$ cat src/rtl/bitcoin_pkg.sv
// Shared constants and types for the bitcoin double-SHA nonce sequencer.
// Array index 0 is always word 0 of a hash or message block.
package bitcoin_pkg;

  typedef logic [7:0][31:0]  hash_t;
  typedef logic [15:0][31:0] block_t;
  typedef logic [2:0][31:0]  tail_t;

  localparam hash_t SHA256_IV = {
    32'h5be0cd19, 32'h1f83d9ab, 32'h9b05688c, 32'h510e527f,
    32'ha54ff53a, 32'h3c6ef372, 32'hbb67ae85, 32'h6a09e667
  };
  localparam logic [31:0] PAD_WORD = 32'h80000000;
  localparam logic [31:0] LEN_640  = 32'h00000280;
  localparam logic [31:0] LEN_256  = 32'h00000100;

  typedef enum logic [2:0] {
    ST_IDLE, ST_START1, ST_WAIT1, ST_START2, ST_WAIT2, ST_OUT, ST_FIN
  } state_e;

  // Second header block: 3 tail words, nonce, padding, 640-bit length.
  function automatic block_t make_block1(input tail_t t, input logic [31:0] nonce);
    block_t b;
    b     = '0;
    b[0]  = t[0];
    b[1]  = t[1];
    b[2]  = t[2];
    b[3]  = nonce;
    b[4]  = PAD_WORD;
    b[15] = LEN_640;
    return b;
  endfunction

  // Padded block holding the first-pass digest (256-bit message).
  function automatic block_t make_block2(input hash_t d);
    block_t b;
    b = '0;
    for (int i = 0; i < 8; i++) b[i] = d[i];
    b[8]  = PAD_WORD;
    b[15] = LEN_256;
    return b;
  endfunction

endpackage

$ cat src/rtl/bitcoin_nonce_feeder.sv
// Drives an external single-block SHA-256 core twice per nonce (header, then digest)
// and returns each double-hash with its nonce over a valid/ready port.
module bitcoin_nonce_feeder
  import bitcoin_pkg::*;
#(
  parameter int NUM_NONCES = 16
) (
  input  logic         clk,
  input  logic         reset,
  input  logic         start,
  input  hash_t        midstate,
  input  tail_t        tail,
  input  logic [31:0]  nonce_base,
  output logic         core_start,
  output block_t       core_w,
  output hash_t        core_hin,
  input  logic         core_done,
  input  hash_t        core_hout,
  output logic         res_valid,
  input  logic         res_ready,
  output logic [31:0]  res_nonce,
  output hash_t        res_hash,
  output logic         busy,
  output logic         done,
  output state_e       dbg_state
);

  // Result port: a transfer happens on any rising edge where res_valid and
  // res_ready are both high; res_valid/res_nonce/res_hash hold until then.

  localparam logic [16:0] LAST_COUNT = 17'(NUM_NONCES);

  state_e      state_q, state_d;
  hash_t       mid_q, mid_d;
  tail_t       tail_q, tail_d;
  logic [31:0] nonce_q, nonce_d;
  logic [16:0] count_q, count_d;
  hash_t       dig1_q, dig1_d;
  block_t      core_w_q, core_w_d;
  hash_t       core_hin_q, core_hin_d;
  logic        core_start_q, core_start_d;
  logic        res_valid_q, res_valid_d;
  logic [31:0] res_nonce_q, res_nonce_d;
  hash_t       res_hash_q, res_hash_d;
  logic        done_q, done_d;

  always_comb begin
    state_d     = state_q;
    mid_d       = mid_q;
    tail_d      = tail_q;
    nonce_d     = nonce_q;
    count_d     = count_q;
    dig1_d      = dig1_q;
    core_w_d    = core_w_q;
    core_hin_d  = core_hin_q;
    res_valid_d = res_valid_q;
    res_nonce_d = res_nonce_q;
    res_hash_d  = res_hash_q;
    case (state_q)
      ST_IDLE: begin
        if (start) begin
          mid_d      = midstate;
          tail_d     = tail;
          nonce_d    = nonce_base;
          count_d    = '0;
          core_w_d   = make_block1(tail, nonce_base);
          core_hin_d = midstate;
          state_d    = ST_START1;
        end
      end
      ST_START1: state_d = ST_WAIT1;
      ST_WAIT1: begin
        if (core_done) begin
          dig1_d     = core_hout;
          core_w_d   = make_block2(dig1_d);
          core_hin_d = SHA256_IV;
          state_d    = ST_START2;
        end
      end
      ST_START2: state_d = ST_WAIT2;
      ST_WAIT2: begin
        if (core_done) begin
          res_hash_d  = core_hout;
          res_nonce_d = nonce_q;
          res_valid_d = 1'b1;
          state_d     = ST_OUT;
        end
      end
      ST_OUT: begin
        if (res_ready) begin
          res_valid_d = 1'b0;
          nonce_d     = nonce_q + 32'd1;
          count_d     = count_q + 17'd1;
          if (count_d == LAST_COUNT) begin
            state_d = ST_FIN;
          end else begin
            // The block for the next nonce is loaded on the same edge as the transfer.
            core_w_d   = make_block1(tail_q, nonce_d);
            core_hin_d = mid_q;
            state_d    = ST_START1;
          end
        end
      end
      ST_FIN:  state_d = ST_IDLE;
      default: state_d = ST_IDLE;
    endcase
    core_start_d = (state_d == ST_START1) || (state_d == ST_START2);
    done_d       = (state_d == ST_FIN);
  end

  always_ff @(posedge clk or posedge reset) begin
    if (reset) begin
      state_q      <= ST_IDLE;
      mid_q        <= '0;
      tail_q       <= '0;
      nonce_q      <= '0;
      count_q      <= '0;
      dig1_q       <= '0;
      core_w_q     <= '0;
      core_hin_q   <= '0;
      core_start_q <= 1'b0;
      res_valid_q  <= 1'b0;
      res_nonce_q  <= '0;
      res_hash_q   <= '0;
      done_q       <= 1'b0;
    end else begin
      state_q      <= state_d;
      mid_q        <= mid_d;
      tail_q       <= tail_d;
      nonce_q      <= nonce_d;
      count_q      <= count_d;
      dig1_q       <= dig1_d;
      core_w_q     <= core_w_d;
      core_hin_q   <= core_hin_d;
      core_start_q <= core_start_d;
      res_valid_q  <= res_valid_d;
      res_nonce_q  <= res_nonce_d;
      res_hash_q   <= res_hash_d;
      done_q       <= done_d;
    end
  end

  assign core_start = core_start_q;
  assign core_w     = core_w_q;
  assign core_hin   = core_hin_q;
  assign res_valid  = res_valid_q;
  assign res_nonce  = res_nonce_q;
  assign res_hash   = res_hash_q;
  assign done       = done_q;
  assign busy       = (state_q != ST_IDLE);
  assign dbg_state  = state_q;

endmodule
$ cat config.mk
export PLATFORM = sky130hd
export DESIGN_NAME = bitcoin_nonce_feeder
export DESIGN_NICKNAME = d
export VERILOG_FILES = /design/src/rtl/bitcoin_pkg.sv /design/src/rtl/bitcoin_nonce_feeder.sv
export SDC_FILE = /design/constraint.sdc
export NUM_CORES = 2
export LEC_CHECK = 0
export ABC_AREA = 1
export BUFFER_PORTS_ARGS = -buffer_cell sky130_fd_sc_hd__buf_4
export CAP_MARGIN = 20
export CORE_AREA = 5 5 669 671
export CTS_CLUSTER_DIAMETER = 150
export DETAILED_ROUTE_END_ITERATION = 6
export DIE_AREA = 0 0 674 676
export PLACE_DENSITY_LB_ADDON = 0.05
export REMOVE_ABC_BUFFERS = 1
export SKIP_CTS_REPAIR_TIMING = 1
export SYNTH_ARGS = -nofsm -noshare
export SYNTH_HDL_FRONTEND = slang
export SYNTH_SLANG_ARGS = --single-unit
$ cat constraint.sdc
create_clock -name clk -period 46.9 [get_ports clk]
set_input_delay 9.38 -clock clk [delete_from_list [all_inputs] [get_ports clk]]
set_output_delay 9.38 -clock clk [all_outputs]
set_load 0.02 [all_outputs]
# Yosys cells after proc, flatten, opt, wreduce, memory -nomap -nowiden

Cells that the tools add are included.

Muxes and demuxes: 25
Equal/unequal tests: 14
$add $sub $neg: 2
Reduce and logical (&&, ||, !) cells: 11

Operators with widths:

| kind                                           | number |
|---|---|
| 2-to-1 mux 512 bit                             | 4 |
| one-hot mux 512 bit (3 select lines)           | 1 |
| 2-to-1 mux 256 bit                             | 4 |
| one-hot mux 256 bit (3 select lines)           | 1 |
| 2-to-1 mux 32 bit                              | 2 |
| one-hot mux 32 bit (2 select lines)            | 1 |
| 2-to-1 mux 17 bit                              | 2 |
| one-hot mux 17 bit (2 select lines)            | 1 |
| adder 32 x 1 -> 32 bit, second input constant  | 1 |
| one-hot mux 3 bit (6 select lines)             | 1 |
| adder 17 x 1 -> 17 bit, second input constant  | 1 |
| == test 17 x 5 -> 1 bit, second input constant | 1 |
| 2-to-1 mux 3 bit                               | 5 |
| inequality test 2 bit, second input constant   | 5 |
| == test 3 x 2 -> 1 bit, second input constant  | 3 |
| == test 3 bit, second input constant           | 3 |
| == test 3 x 1 -> 1 bit, second input constant  | 2 |
| AND reduction 3 bit                            | 2 |
| nonzero test 3 bit                             | 2 |
| AND reduction 5 bit                            | 1 |
| AND reduction 2 bit                            | 2 |
| nonzero test 2 bit                             | 2 |
| zero test 3 bit                                | 1 |
| 2-to-1 mux 1 bit                               | 2 |
| 2 further kinds                                | 2 |

Flip-flop bits (word level): 1463
Word-level logic and storage cells: 102
Output and inout port bits: 1063

# Longest topological paths before layout

Depth after elaboration: 7
Mapped depth: 18
Mapped depth without buffers: 15

# Worst setup path after synthesis

No wires, ideal clock.

Path kind: input-to-reg
Start: in start
End: reg mid_q[100] (netlist bit)
Path slack: 36351 ps
Required time: 46817 ps
Arrival: 10466 ps
Cell stages on the path: 6
Setup time: 83 ps
Cells stage by stage: nand3_1 > clkbuf_1 > clkbuf_1 > clkbuf_1 > nand2_1 > o21ai_0

Word-level cells in the longest chain between the ends: 1

Ends and longest elaborated chain:

| element                       | line                        | text |
|---|---|---|
| start, declared               | bitcoin_nonce_feeder.sv:10  | `input logic start,` |
| AND reduction 2 bit (no line) | n/a                         |  |
| end signal, assigned          | bitcoin_nonce_feeder.sv:128 | `mid_q <= mid_d;` |
| end, declared                 | bitcoin_nonce_feeder.sv:34  | `hash_t mid_q, mid_d;` |

No other way between the ends.
A chain may end at the register's enable or synchronous reset.

==> flow_summary.ini <==
[sta]
maxClockFrequency_mhz = 77.4
tightest_slew_ns = 1.27
slew_viol_final = 0
rsz0062_at_grt = no
hold_ws_ns = 0.467
slew_headroom_pct = 15.3
fin_skew_ns = 0.0393
finalHoldViolCount = 0
finalCriticalPeriod_ns = 12.92
setup_viol = 0
fin_setup_tns_ns = 0
fin_crit_sh_pct = 27.5
setup_ws_ns = 33.98

[placement]
dpl.cell_count = 13730
dpl.hpwl_um = 243000
gp_congestion = 0.746
pre_cts_ws_ns = 32.66
numPortBuffers = 1455

[worst_setup_path]
required_ns = 47.80
cp_max_fo = 93
path_class = input port to asynchronous set/reset pin
rr_endpoint = core_hin[59]
endpoint_kind = asynchronous set/reset pin
worstRegToRegCells = 18
worstSetupStartpointType = input port
regToRegSetupSlack_ns = 40.82
arrival_ns = 13.82
r2r_start = count_q[0]

[floorplanning]
coreArea_um2 = 441000
start_util_pct = 12.6
die_w_um = 674
rows = 244
die_h_um = 676
die_area_um2 = 456000
ioPinCount = 1708

[hold_path]
min-delay-path-class = flop to flop
min_path_cells = 2
min_from = core_w[105]
hold_end = core_w[105]

[cts]
cts_tree = done
clk_pin_slew_worst_paths_ns = 0.05
htree_levels = 4
cts_sinks = 1209
cts_root_buf = clkbuf_16
clk_latency_ns = 0.89
cts_buffers = 183
cts_buffer_depth = 4

[synth]
yosysWarnings = 0
synth_cells = 6742
ys_ff_latch = 1209
seq_area_frac_synth_pct = 54.7
postSynthAreaPerCell_um2 = 8.20
syn_area_um2 = 55300
yosysUniqueCellTypes = 31

[pwr]
powerDensity_nw_per_um2 = 79.1
p_leak_nw = 38.8
irDropWorstVdd_uv = 74.7

[cells_and_area]
drive_gt1_share_pct = 22.3
finish.net_count = 8659
n_fill_cell = 49943
final_common_cell = nand2_1
areaGrowthSynthToFinish_pct = 39.6
utilization_pct = 17.5
final_cells = 14076
mostFrequentLayoutCells = nand2_1, buf_4, dfrtp_1, o21ai_0, inv_1

[detailed_routing]
remaining_drc_errors = 0
drt_iter0_drc = 2906
firstDrtPassIters = 5
ant_nets = 0
routedWlPerCell_um = 23.9
finalWirelength_um = 337000
vias = 49792
vias_per_cell = 3.54

[global_route]
antenna_found_initial = 88
first_global_vias = 50723
grt.total_usage_pct = 14.1
grt_first_pass_wirelength_um = 456000
grt.overflow.total = 0
grt_max_degree = 178

[outcome]
outcome = completed

[run]
cap_violations = 0
## registers in the layout (all words and copies together), names as in the netlist
name        flops
core_hin      256
dbg_state       3
core_start      1
done            1
res_nonce      32
tail_q         96
res_hash      256
core_w        258
res_valid       1
nonce_q        32
mid_q         256
count_q        17
## critical path, cell delays in order
cell	delay [ns]
buf_4	0.13
inv_8	0.38
buf_12	0.50
buf_4	0.76
buf_4	0.75
buf_4	0.73
buf_4	0.74
## how the worst max path moves through the flow
stage / start / end / slack (ns) / cells past startpoint
floorplan: dbg_state[2] / core_w[487] / -7.88 / 7
global placement: reset / core_hin[191] / 32.71 / 7
detailed placement: res_ready / core_w[72] / 32.66 / 9
CTS: reset / core_hin[214] / 33.71 / 7
global route: reset / mid_q[95] / 33.28 / 7
finish: reset / core_hin[96] / 33.98 / 7
## area by class of cell
| class | instances | area (µm²) | share of cell area (%) |
|---|---|---|---|
| inverters | 680 | 2590 | 3.36 |
| multi-input cells | 4405 | 19500 | 25.3 |
| flip-flops and latches | 1209 | 30300 | 39.2 |
| well taps | 5904 | 7390 | 9.57 |
| clock inverters | 37 | 400 | 0.518 |
| diodes | 23 | 57.6 | 0.0745 |
| repair buffers | 1533 | 11600 | 15.0 |
| clock buffers | 285 | 5380 | 6.97 |
## power by group
group / internal (W) / leakage [nW] / total, W / switching (W)
Combinational: 0.000880 / 20.9 / 0.00284 / 0.00196
Clock: 0.000803 / 2.83 / 0.00138 / 0.000579
Sequential: 0.00156 / 15.1 / 0.00189 / 0.000330
## synth_stat cells
cell	n	share of area, %
o21a_1	1	0.014
dfrtp_1	1209	55
nand2_1	2192	15
o221ai_1	100	1.6
buf_4	276	3.7
buf_6	10	0.20
nand4_1	13	0.15
xor2_1	16	0.25
buf_1	57	0.39
nor2_4	3	0.061
o31ai_1	1	0.014
clkbuf_1	276	1.9
a31oi_1	25	0.28
nand3_1	568	5.1
o211ai_1	97	1.3
buf_2	66	0.60
o22ai_1	4	0.045
a21boi_0	1	0.014
nor2_1	253	1.7
o21ai_0	784	7.1
nor3b_1	1	0.014
inv_1	676	4.6
ha_1	2	0.045
nor3_1	21	0.19
buf_8	14	0.38
conb_1	1	0.0068
nor2_2	3	0.034
nor3_4	1	0.029
a21oi_1	64	0.58
nand2_2	3	0.034
inv_2	4	0.027
## stage by stage
stage | area, µm² | power [W]
finish | 77200 | 0.00611
global route | 77200 | 0.00658
CTS | 77100 | 0.00634
detailed placement | 71400 | 0.00488
global placement | 71400 | 0.00488
floorplan | 52300 | 0.00348
## cells by family (layout without fill, tap and decap cells)
kind of cell,Yosys count,count (layout),synth area share [%]
AND/OR/NAND/NOR,3058,3058,22.2
buffers and inverters,1379,2535,11.8
flip-flops,1209,1209,54.7
AO/OA/AOI/OAI,1077,1077,10.9
XOR/XNOR,16,16,0.253
adder cells (fa/ha/maj),2,2,0.0452
other,1,275,0.00678
## per-layer routing
layer	vias up	wire length [µm]	global-route usage, %
met5	-	190	0
met4	28	6930	2.82
met3	366	20100	3.31
met2	1302	174000	25.7
met1	24546	136000	16.9
li1	23550	-	-
Power figures use the tool's default switching activity.
